$ cat config.mk
export PLATFORM = sky130hd
export DESIGN_NAME = hh_weight_read_scheduler
export DESIGN_NICKNAME = d
export VERILOG_FILES = /design/src/rtl/hh_weight_read_scheduler.sv
export SDC_FILE = /design/constraint.sdc
export NUM_CORES = 1
export LEC_CHECK = 0
export ABC_CLOCK_PERIOD_IN_PS = 3000
export BUFFER_PORTS_ARGS = -buffer_cell sky130_fd_sc_hd__buf_2
export CAP_MARGIN = 20
export CORE_AREA = 3 3 75 77
export DETAILED_ROUTE_END_ITERATION = 8
export DIE_AREA = 0 0 78 80
export GPL_ROUTABILITY_DRIVEN = 0
export GPL_TIMING_DRIVEN = 0
export PLACE_DENSITY = 0.81
export SLEW_MARGIN = 20
export SYNTH_ARGS = -nofsm -noshare
export SYNTH_HDL_FRONTEND = slang
export SYNTH_SLANG_ARGS = --single-unit
$ cat constraint.sdc
create_clock -name clk -period 3 [get_ports clk]
set_clock_uncertainty 0.15 [all_clocks]
set_input_delay 0.6 -clock clk [delete_from_list [all_inputs] [get_ports clk]]
set_output_delay 0.6 -clock clk [all_outputs]
set_load 0.005 [all_outputs]
$ cat src/rtl/hh_weight_read_scheduler.sv
// Row-major read sequencer for one hidden-hidden gate weight memory, with host write arbitration.
// Optional stall-cycle counter output enabled by defining HH_SCHED_PERF_CNT_EN.
module hh_weight_read_scheduler #(
    parameter int ADDR_WIDTH    = 14,
    parameter int DATA_WIDTH    = 16,
    parameter int ROWS          = 128,
    parameter int WORDS_PER_ROW = 64
) (
    input  logic                    clk,
    input  logic                    rst_n,
    input  logic                    start,
    input  logic                    abort,
    input  logic                    stall,
    output logic                    busy,
    output logic                    done,
    output logic                    mem_read_enable,
    output logic [ADDR_WIDTH-2:0]   mem_read_pointer,
    output logic                    word_valid,
    output logic [6:0]              row_index,
    output logic [5:0]              col_word_index,
    output logic                    row_first,
    output logic                    row_last,
    input  logic                    host_wr_req,
    input  logic [ADDR_WIDTH-2:0]   host_wr_addr,
    input  logic [2*DATA_WIDTH-1:0] host_wr_data,
    output logic                    host_wr_ready,
    output logic                    mem_write_enable,
    output logic [ADDR_WIDTH-2:0]   mem_write_address,
    output logic [2*DATA_WIDTH-1:0] mem_write_data
`ifdef HH_SCHED_PERF_CNT_EN
    ,
    output logic [15:0]             stall_cycles
`endif
);

    localparam int PW = ADDR_WIDTH - 1;
    localparam logic [PW-1:0] LAST_PTR = PW'(ROWS * WORDS_PER_ROW - 1);
    localparam logic [5:0]    LAST_COL = 6'(WORDS_PER_ROW - 1);

    typedef enum logic [1:0] {S_IDLE, S_RUN, S_DRAIN} state_t;

    state_t          state, state_nxt;
    logic            issue, start_acc;
    logic [PW-1:0]   ptr_p0;
    logic [6:0]      row_p0;
    logic [5:0]      col_p0;
    logic            vld_p1, first_p1, last_p1;
    logic [6:0]      row_p1;
    logic [5:0]      col_p1;

    function automatic logic [15:0] sat_inc16(input logic [15:0] v);
        return (v == 16'hFFFF) ? v : v + 16'd1;
    endfunction

    always_ff @(posedge clk or negedge rst_n) begin
        if (!rst_n) state <= S_IDLE;
        else        state <= state_nxt;
    end

    always_comb begin
        state_nxt = state;
        case (state)
            S_IDLE:  if (start && !abort) state_nxt = S_RUN;
            S_RUN: begin
                if (abort)                           state_nxt = S_IDLE;
                else if (issue && ptr_p0 == LAST_PTR) state_nxt = S_DRAIN;
            end
            S_DRAIN: state_nxt = S_IDLE;
            default: state_nxt = S_IDLE;
        endcase
    end

    // Host writes only win while idle and no sweep is starting in the same cycle.
    always_comb begin
        issue             = (state == S_RUN) && !stall;
        start_acc         = (state == S_IDLE) && start && !abort;
        busy              = (state != S_IDLE);
        done              = (state == S_DRAIN) && !abort;
        mem_read_enable   = issue;
        mem_read_pointer  = ptr_p0;
        host_wr_ready     = rst_n && (state == S_IDLE) && !start;
        mem_write_enable  = host_wr_req && host_wr_ready;
        mem_write_address = host_wr_addr;
        mem_write_data    = host_wr_data;
    end

    // Stage p0: issue pointer and row/column position of the next read.
    always_ff @(posedge clk or negedge rst_n) begin
        if (!rst_n) begin
            ptr_p0 <= '0;
            row_p0 <= '0;
            col_p0 <= '0;
        end else if (start_acc) begin
            ptr_p0 <= '0;
            row_p0 <= '0;
            col_p0 <= '0;
        end else if (issue) begin
            ptr_p0 <= ptr_p0 + PW'(1);
            if (col_p0 == LAST_COL) begin
                col_p0 <= '0;
                row_p0 <= row_p0 + 7'd1;
            end else begin
                col_p0 <= col_p0 + 6'd1;
            end
        end
    end

    // Stage p1: tags aligned with the one-cycle memory read latency.
    always_ff @(posedge clk or negedge rst_n) begin
        if (!rst_n) begin
            vld_p1   <= 1'b0;
            first_p1 <= 1'b0;
            last_p1  <= 1'b0;
            row_p1   <= '0;
            col_p1   <= '0;
        end else begin
            vld_p1   <= issue && !abort;
            first_p1 <= issue && !abort && (col_p0 == 6'd0);
            last_p1  <= issue && !abort && (col_p0 == LAST_COL);
            if (issue) begin
                row_p1 <= row_p0;
                col_p1 <= col_p0;
            end
        end
    end

    assign word_valid     = vld_p1;
    assign row_first      = first_p1;
    assign row_last       = last_p1;
    assign row_index      = row_p1;
    assign col_word_index = col_p1;

`ifdef HH_SCHED_PERF_CNT_EN
    always_ff @(posedge clk or negedge rst_n) begin
        if (!rst_n)                        stall_cycles <= '0;
        else if (start_acc)                stall_cycles <= '0;
        else if (state == S_RUN && stall)  stall_cycles <= sat_inc16(stall_cycles);
    end
`endif

endmodule
# == Yosys cells after proc, flatten, opt, wreduce, memory -nomap -nowiden ==
# Index checks and enable logic that the tools add are counted.
# classes
add_sub_neg,3
n_reduce_logical,22
eq_ne,6
mux,12
# ops
op,count
2-to-1 mux 13 bit,2
2-to-1 mux 7 bit,3
2-to-1 mux 6 bit,3
adder 13 x 1 -> 13 bit (second input constant),1
== test 13 bit (second input constant),1
logical AND 1 bit,12
adder 7 x 1 -> 7 bit (second input constant),1
adder 6 x 1 -> 6 bit (second input constant),1
== test 6 bit (second input constant),1
logical NOT 6 bit,1
2-to-1 mux 2 bit,3
nonzero test 2 bit,3
case mux 2 bit (2 select lines),1
AND reduction 2 bit,2
logical NOT 1 bit,3
!= test 3 bit (second input constant),1
== test 2 x 1 -> 1 bit (second input constant),1
== test 2 bit (second input constant),1
logical NOT 2 bit,1
!= test 2 bit (second input constant),1
# totals
inputBits,51
out_inout_bits,79
ff_bits,44
wordCells,52

# == Logic depth before layout (Yosys ltp) ==
# Gate-level depths: netlist of the first run.
# logic_depth
ltp_word,6
mapped_depth,6

# == Worst setup path after synthesis of the first run ==
# Ideal clock, no wire load.
# synth_path
path_type,input to output
from,input port stall
to,output port mem_read_enable
stages,4
t_required_ps,2250
slack_ps,833
arrival_time_ps,1417
n_path_buf,2
cell_sequence,or3b_1 clkbuf_1 inv_1 buf_2
# synth_via
elab_chain_cells,2
# synth_lines
element,line,rtl
"start, declared",13,"input logic stall,"
logical NOT 1 bit,75,issue = (state == S_RUN) && !stall;
logical AND 1 bit,75,
"end, declared",16,"output logic mem_read_enable,"
# No other way between the ends.

# == Final worst setup path of the first run ==
# layout_path
from,register state[1]
to,output port mem_read_enable
# layout_via
elab_chain_cells,2
# layout_lines
element,line,rtl
"start, declared",42,"state_t state, state_nxt;"
"start signal, assigned",57,else state <= state_nxt;
== test 2 x 1 -> 1 bit,75,
logical AND 1 bit,75,
# No other way between the ends.

==> impl_metrics.csv, run 1 <==
group,metric,value,unit
synth,syn_area_per_cell,9.11,um2
floorplan,die_w,78,um
critical_path,cp_data_arrival_time,1.95,ns
final_layout,stdcell_count,430,
critical_path,crit_slowest_cell,"dfrtp_1",
synth,synth-seq-cells,44,
placement,port_buffers,84,
drt,wl_met3,447,um
sta,period_share,89.9,%
clock_tree,worstSkewPairLatency,0.30,ns
final_layout,design_area,3050,um2
drt,dr_total_vias,2163,
sta,tns,0,ns
global_routing,grt_pass1_wl,8.76,mm
critical_path,crit_path_end_kind,"output pin",
synth,netlist_instances,267,
sta,slew_violations,0,
floorplan,rows,26,
critical_path,cp_top_family,"buffers and inverters",
clock_tree,cts_inserted_buffers,5,
clock_tree,cts.path.max_buffers,2,
power,leakage,1.60,nW
floorplan,initial_core_util,47.9,%
clock_tree,htree_levels,2,
synth,ys_warn_count,0,
critical_path,required,2.25,ns
synth,async_reset_ff_share,100,%
final_layout,post_route_cells_drive_above_1_share,39.4,%
clock_tree,cts_tree,"yes",
placement,placed_area,2940,um2
floorplan,die_y,80,um
global_routing,grt_max_degree,46,
final_layout,layout.nets,414,
hold_path,hp-class,"input port to async pin",
critical_path,cp_common_cell,"buf_2",
critical_path,reg2reg_slack,0.93,ns
global_routing,grt_usage,17.3,%
power,vdd_drop_max,0.204,mV
sta,rsz0062_at_grt,"no",
synth,synth_area_leader_cell,"dfrtp_1",
placement,dpl.hpwl,4.12,mm
final_layout,n_fill_cell,466,
critical_path,cp_cell_sequence,"or3b_1, clkbuf_1, inv_1, buf_2, buf_2",
sta,relSlewSlack,56.5,%
drt,dr.pass1.iters,4,
critical_path,cp_max_fo,10,
power,total_power,1.24,mW
drt,drt-initial-drc-count,99,
synth,yosysTopAreaCellShare,45.3,%
floorplan,io_pins,130,
floorplan,dieArea,6240,um2
drt,remaining_drc_errors,0,
flow_run,cap_violations,0,
final_layout,final_util,60.2,%
drt,wirelength_met1,2.20,mm
floorplan,core_area,5070,um2
final_layout,n_antenna_cell,0,
clock_tree,clk_pin_slew,0.08,ns
synth,synth_fp_nets,322,
placement,dp_slack,0.276,ns
clock_tree,cts_setup_buffers,0,
sta,post-route-min-period,2.70,ns
synth,yosys-top-cells-area,"dfrtp_1 45%, buf_4 14%, nand2_1 8.3%",
final_layout,area_growth,25.6,%
critical_path,critPathBufInv,4,
drt,post_drt_via_cell_ratio,5.03,
drt,wire_per_inst,12.8,um
global_routing,antenna_found_initial,0,
clock_tree,ctsResizeCount,0,
drt,wl,5.48,mm
synth,synth_edf_count,0,
critical_path,critical_path_class,"register to output pin",
critical_path,cp_slowest_stage_delay,0.46,ns
critical_path,startpoint_type,"register",
drt,highest_layer,"met4",
global_routing,grt_overflow,0,
sta,hold_viol_final,0,
clock_tree,cts-root-buf,"clkbuf_8",
synth,synthFlopType,"dfrtp_1",
drt,drtAntennaViolNets,0,
synth,seq_area_frac_synth,45.3,%
outcome,run_status,"completed",
clock_tree,ctsHoldBuffers,0,
sta,worst_slew_pin_slew,0.651,ns
sta,setup_ws,0.303,ns
drt,wl_met2,2.82,mm
sta,finalSetupViolations,0,
placement,dp_cells,421,
clock_tree,clock_sinks,44,
synth,syn_area,2430,um2
sta,fmax,371,MHz
power,p_per_area,405,nW/um2
sta,holdWs,0.0786,ns
global_routing,first_global_vias,2029,
synth,ys_types,31,
kinds of logic (layout without fill, tap and decap cells):
logic type | after synthesis | after routing | synth area share, %
muxes | 10 | 10 | 4.12
adders and majority gates | 4 | 4 | 2.06
AOI/OAI and AO/OA | 30 | 30 | 7.00
xor gates and xnor gates | 2 | 2 | 0.720
and+or+nand+nor | 113 | 113 | 23.8
DFF | 44 | 44 | 45.3
buffers and inverters | 64 | 157 | 17.0
final timing paths:
kind	start	end	depth (start not counted)
worst max-delay path	state[1]$_DFFE_PN0P_	mem_read_enable	5
worst min-delay path	rst_n	state[1]$_DFFE_PN0P_	1
worst max register to register	state[1]$_DFFE_PN0P_	mem_read_pointer[10]$_DFFE_PN0P_	4
worst min register to register	col_word_index[3]$_DFFE_PN0P_	col_word_index[3]$_DFFE_PN0P_	2
max in group asynchronous	rst_n	mem_read_pointer[1]$_DFFE_PN0P_	2
min in group clk	col_word_index[3]$_DFFE_PN0P_	col_word_index[3]$_DFFE_PN0P_	2
synth_stat cells, types with 3 or more instances:
cell,count
nor4_1,8
nand2_1,54
nand2b_1,6
dfrtp_1,44
a21oi_1,13
nor3_1,3
or4_1,3
o21ai_0,10
nor3b_1,3
nand4_1,6
clkbuf_1,7
or3_1,8
nor2_1,4
buf_4,45
inv_1,8
ha_1,4
nand3_1,8
buf_2,4
mux2i_1,10
o31ai_1,3
cells in the final DEF (no fill, tap or decap):
master and count:
buf_2 88, nand2_1 54, buf_4 45, dfrtp_1 44
a21oi_1 13, mux2i_1 10, o21ai_0 10, inv_1 8
clkbuf_1 8, nor4_1 8, nand3_1 8, or3_1 8
nand4_1 6, nand2b_1 6, clkbuf_8 6, nor2_1 4
ha_1 4, nor3b_1 3, o31ai_1 3, or4_1 3
nor3_1 3, and2_1 2, nand4bb_1 2, nor4bb_1 2
xnor2_1 2, o211ai_1 2, or2_2 1, or3b_1 1
and3_1 1, or4b_1 1, o221ai_1 1, a2111oi_0 1
clkinvlp_4 1, buf_12 1
report_power, final:
part	total (mW)	internal, mW	switching [mW]
registers	0.646	0.619	0.0268
clock network	0.387	0.187	0.200
logic	0.204	0.108	0.0965
total	1.24	0.914	0.323
per-layer routing:
layer  track usage (%)  vias to the layer above
li1                  -                     1051
met2              30.1                       99
met5                 0                        -
met4              6.29                        0
met1              21.2                     1011
met3              3.72                        2
final cells by class:
class,count,area [um2],area share [%]
sequential,44,1100,36.1
multi-input combinational,159,917,30.0
timing repair buffer,85,440,14.4
buffer,56,384,12.6
tap,70,87.6,2.87
clock buffer,7,86.3,2.83
inverter,8,30.0,0.983
clock inverter,1,7.51,0.246
flip-flops by register name (all words and copies together) (netlist names):
register	cells
row_p0	7
row_last	1
state	2
col_word_index	6
row_first	1
word_valid	1
col_p0	6
row_index	7
mem_read_pointer	13
Power figures use the tool's default switching activity.
==> run 2, diff against run 1 <==
- ABC_AREA: not set -> 1
- CORE_AREA: 3 3 75 77 -> 3 3 77 79
- DIE_AREA: 0 0 78 80 -> 0 0 80 82
- PLACE_DENSITY: 0.81 -> 0.8
==> run 2 against run 1 <==
  * Via count rose by 5.3%
  * Global-route usage rose by 0.33 points
  * Sequential power rose by 13%
  * Routed wire length rose by 4.7%
==> impl_metrics.csv, run 2 <==
group,metric,value,unit
floorplan,die_w,80,um
critical_path,cp_max_fo,45,
floorplan,die_y,82,um
global_routing,antenna_found_initial,0,
synth,netlist_instances,318,
flow_run,cap_violations,0,
synth,synthXorXnorAreaFrac,0,%
synth,synthFlopType,"dfrtp_1",
synth,ys_types,30,
power,vdd_drop_max,0.307,mV
synth,syn_area_per_cell,8.07,um2
hold_path,hp-class,"input port to async pin",
synth,syn_area,2570,um2
critical_path,reg2reg_from,"col_p0[0]$_DFFE_PN0P_",
floorplan,initial_core_util,47.5,%
synth,seq_area_frac_synth,42.9,%
synth,synth_compound_area_share,8.39,%
global_routing,grt_usage,17.7,%
drt,remaining_drc_errors,0,
placement,dpl.hpwl,4.43,mm
final_layout,n_antenna_cell,0,
clock_tree,cts_tree,"yes",
floorplan,io_pins,130,
drt,wl,5.74,mm
sta,holdWs,0.133,ns
sta,finalSetupViolations,0,
sta,worst_slew_pin_slew,0.563,ns
synth,synth_top_family_by_area,"simple AND/OR/NAND/NOR gates",
placement,port_buffers,84,
clock_tree,ctsResizeCount,0,
global_routing,grt_max_degree,46,
global_routing,grtUsageMet3,4.06,%
drt,wire_per_inst,11.9,um
global_routing,gr-max-usage-layer,"met2",
placement,dp_slack,0.250,ns
power,leakage,1.74,nW
sta,relSlewSlack,62.4,%
power,total_power,1.46,mW
clock_tree,cts-root-buf,"clkbuf_8",
final_layout,post_route_cells_drive_above_1_share,38.0,%
synth,synth_most_common_cell,"nand2_1",
drt,drtAntennaViolNets,0,
clock_tree,cts_setup_buffers,0,
synth,synth_fp_nets,373,
sta,period_share,78.4,%
power,p_sw,443,uW
drt,post_drt_via_cell_ratio,4.73,
sta,post-route-min-period,2.35,ns
final_layout,design_area,3170,um2
final_layout,stdcell_count,482,
final_layout,final_common_cell,"buf_2",
critical_path,crit_path_end_kind,"output pin",
power,p_clk_share,26.5,%
synth,yosys-top-cells-area,"dfrtp_1 43%, buf_4 13%, nand2_1 11%",
drt,dr_total_vias,2278,
clock_tree,clk_pin_slew,0.08,ns
final_layout,layout.nets,464,
critical_path,cp_data_arrival_time,1.60,ns
global_routing,met1_usage,20.3,%
floorplan,dieArea,6560,um2
floorplan,core_area,5410,um2
final_layout,final_util,58.6,%
synth,synth_common_cells,"72 x nand2_1, 46 x buf_4, 44 x dfrtp_1, 36 x inv_1, 29 x nor2_1",
power,p_int,1.02,mW
placement,dp_cells,474,
clock_tree,clock_sinks,44,
global_routing,grt_overflow,0,
clock_tree,worstSkewPairLatency,0.31,ns
synth,synthAdderAreaFrac,1.95,%
clock_tree,ctsHoldBuffers,0,
synth,synth.mux.area_fraction,0,%
clock_tree,cts.path.max_buffers,2,
sta,hold_viol_final,0,
drt,drt-initial-drc-count,113,
critical_path,required,2.25,ns
global_routing,grt.met2_usage,32.2,%
synth,synth_edf_count,0,
outcome,run_status,"completed",
sta,slew_violations,0,
power,swShare,30.3,%
placement,placed_area,3080,um2
synth,synth_area_leader_cell,"dfrtp_1",
synth,yosys.area_share.simple,26.6,%
floorplan,rows,27,
critical_path,crit_path_start,"rst_n",
final_layout,largest_register_ffs,13,
synth,yosysTopAreaCellShare,42.9,%
critical_path,startpoint_type,"input port",
power,p_seq_share,50.0,%
synth,ys_warn_count,0,
final_layout,final_cell_mix,"85 x buf_2, 72 x nand2_1, 47 x buf_4",
critical_path,critical_path_class,"input port to output pin",
power,p_per_area,462,nW/um2
synth,synth-seq-cells,44,
final_layout,area_growth,23.5,%
power,power_frac_comb,23.5,%
clock_tree,htree_levels,2,
global_routing,grt_pass1_wl,9.05,mm
sta,setup_ws,0.649,ns
clock_tree,cts_inserted_buffers,5,
sta,fmax,425,MHz
synth,async_reset_ff_share,100,%
sta,tns,0,ns
global_routing,first_global_vias,2042,
sta,rsz0062_at_grt,"no",
drt,dr.pass1.iters,4,
[run 2: final timing paths]
check	slack [ns]	endpoint	depth (start not counted)
max	0.65	mem_write_enable	4
min	0.13	row_index[3]$_DFFE_PN0P_	1
max reg2reg	1.39	col_p0[3]$_DFFE_PN0P_	9
min reg2reg	0.34	row_index[6]$_DFFE_PN0P_	2
max in group asynchronous	2.18	row_last$_DFF_PN0_	1
min in group clk	0.34	row_index[6]$_DFFE_PN0P_	2
[run 2: critical path: stages]
cell	delay [ns]
buf_4	0.45
nand2_1	0.15
nor3b_1	0.22
buf_2	0.15
[run 2: area by class of cell]
type / instances / area, um2
Inverter: 36 / 135
Fill cell: 525 / 2240
Sequential cell: 44 / 1100
Multi-Input combinational cell: 187 / 948
Clock buffer: 8 / 90.1
Timing Repair Buffer: 84 / 423
Tap cell: 72 / 90.1
Buffer: 51 / 382
[run 2: kinds of logic (layout without fill, tap and decap cells)]
group | Yosys count | after routing
buffers and inverters | 87 | 179
AOI/OAI and AO/OA | 37 | 37
adders and majority gates | 4 | 4
DFF | 44 | 44
and+or+nand+nor | 146 | 146
[run 2: layer usage]
metal	part of all wire (%)	vias to the layer above
met4	1.4	0
met1	39	1051
met5	0	-
li1	-	1142
met2	52	77
met3	6.8	8
[run 2: power by group through the flow]
stage / Sequential [mW] / Clock, mW / Combinational, mW
2_1_floorplan: 0.734 / 0 / 0.214
3_3_place_gp: 0.739 / 0 / 0.339
3_5_place_dp: 0.740 / 0 / 0.351
4_1_cts: 0.730 / 0.398 / 0.351
5_1_grt: 0.743 / 0.428 / 0.394
6_report: 0.731 / 0.388 / 0.344
==> run 3, diff against run 2 <==
- ABC_CLOCK_PERIOD_IN_PS: 3000 -> 2320
- CORE_AREA: 3 3 77 79 -> 3 3 79 81
- DIE_AREA: 0 0 80 82 -> 0 0 82 84
- PLACE_DENSITY: 0.8 -> 0.76
- clock period: 3 -> 2.32 ns (I/O delays scaled with it)
==> run 3 against run 2 <==
  * The flow now finishes with violations (hold timing)
  * Critical endpoint is now mem_read_enable
  * Cell count did not move
  * Cell area about the same
  * Core utilization fell by 1.4 points
  * Via count up 0.57%
  * Largest power group unchanged
  * Combinational power grew 29%
  * Clock power grew 29%
==> impl_metrics.csv, run 3 (synthesis gave the netlist of run 2 again) <==
group,metric,value,unit
floorplan,rows,27,
drt,dr_total_vias,2291,
critical_path,crit_slowest_cell,"dfrtp_1",
drt,dr.pass1.iters,4,
final_layout,design_area,3170,um2
floorplan,core_area,5540,um2
sta,finalSetupViolations,0,
outcome,run_status,"finished, violations left",
global_routing,grt_max_degree,46,
global_routing,grt_overflow,0,
placement,dpl.hpwl,4.44,mm
sta,fmax,475,MHz
floorplan,die_y,84,um
clock_tree,cts_tree,"yes",
sta,relSlewSlack,62.3,%
clock_tree,cts-root-buf,"clkbuf_8",
placement,dp_slack,-0.124,ns
sta,rsz0062_at_grt,"no",
clock_tree,worstSkewPairLatency,0.30,ns
drt,drtAntennaViolNets,0,
sta,slew_violations,0,
critical_path,reg2reg_from,"mem_read_pointer[1]$_DFFE_PN0P_",
floorplan,dieArea,6890,um2
drt,post_drt_via_cell_ratio,4.75,
sta,period_share,90.7,%
critical_path,required,1.71,ns
outcome,failed_checks,"hold timing",
critical_path,crit_path_end_kind,"output pin",
critical_path,critical_path_class,"register to output pin",
power,p_per_area,597,nW/um2
sta,worst_slew_pin_slew,0.565,ns
final_layout,post_route_cells_drive_above_1_share,38.5,%
sta,hold_viol_final,6,
final_layout,final_common_cell,"buf_2",
critical_path,cp_top_family,"buffers and inverters",
final_layout,area_growth,23.6,%
floorplan,initial_core_util,46.3,%
final_layout,layout.nets,464,
hold_path,hp-class,"input port to async pin",
placement,port_buffers,84,
floorplan,io_pins,130,
clock_tree,ctsHoldBuffers,0,
critical_path,cp_slowest_stage_delay,0.41,ns
clock_tree,cts_setup_buffers,0,
flow_run,cap_violations,0,
global_routing,grt_usage,17.4,%
floorplan,die_w,82,um
critical_path,cp_data_arrival_time,1.49,ns
global_routing,first_global_vias,2241,
drt,drt-initial-drc-count,111,
power,leakage,1.74,nW
power,vdd_drop_max,0.483,mV
clock_tree,htree_levels,2,
clock_tree,clock_sinks,44,
critical_path,critPathBufInv,3,
drt,wl,5.79,mm
final_layout,largest_register_ffs,13,
critical_path,r2r-end,"state[0]$_DFFE_PN0P_",
final_layout,final_cell_mix,"85 x buf_2, 72 x nand2_1, 47 x buf_4",
clock_tree,cts.path.max_buffers,2,
critical_path,reg2reg_slack,0.69,ns
sta,post-route-min-period,2.10,ns
critical_path,startpoint_type,"register",
clock_tree,clk_pin_slew,0.08,ns
critical_path,cp_max_fo,10,
clock_tree,ctsResizeCount,1,
final_layout,final_util,57.2,%
placement,placed_area,3080,um2
final_layout,n_antenna_cell,0,
drt,wire_per_inst,12.0,um
critical_path,cp_cell_sequence,"inv_1, nand2_1, nor2_4, buf_6, buf_2",
sta,setup_ws,0.215,ns
global_routing,grt_pass1_wl,9.57,mm
clock_tree,cts_inserted_buffers,5,
drt,remaining_drc_errors,0,
sta,holdWs,-0.00532,ns
critical_path,rr_worst_depth,6,
global_routing,antenna_found_initial,0,
-- run 3: cell count changes in the layout (fill, tap and decap cells not counted) --
cell / before / now
clkinv_2: 0 / 2
clkbuf_1: 3 / 1
-- run 3: power by group --
group	switching (mW)	internal [mW]
sequential	0.0912	0.857
combinational	0.226	0.219
clock	0.262	0.238
total	0.579	1.31
-- run 3: worst max-delay path by stage --
stage                               from                to  slack, ns  cells after the start
floorplan           state[1]$_DFFE_PN0P_   mem_read_enable       0.80                      4
global placement                   rst_n  mem_write_enable      -0.09                      4
detailed placement                 rst_n  mem_write_enable      -0.12                      4
CTS                 state[1]$_DFFE_PN0P_   mem_read_enable       0.20                      5
global route        state[1]$_DFFE_PN0P_   mem_read_enable       0.11                      5
finish              state[1]$_DFFE_PN0P_   mem_read_enable       0.22                      5
-- run 3: per-stage QoR --
step	std cells	power, mW	TNS (ns)
6_report	482	1.89	0
3_3_place_gp	474	1.40	-0.0924
3_5_place_dp	474	1.41	-0.130
4_1_cts	482	1.92	0
5_1_grt	482	2.02	0
2_1_floorplan	318	1.23	0
-- run 3: layer usage --
metal  wire length (um)  track usage, %  up-vias  share of wire, %
li1                   -               -     1146                 -
met1               2330            20.8     1038                40
met2               2910            29.5      103                50
met3                517            4.10        4               8.9
met4                 26            6.65        0              0.45
met5                  0               0        -                 0
-- run 3: area by class of cell --
cell class / instances / area, um2
fillers: 498 / 2370
flip-flops and latches: 44 / 1100
multi-input cells: 187 / 948
repair buffers: 84 / 423
plain buffers: 51 / 382
inverters: 36 / 135
well taps: 72 / 90.1
clock buffers: 6 / 82.6
clock inverters: 2 / 10.0
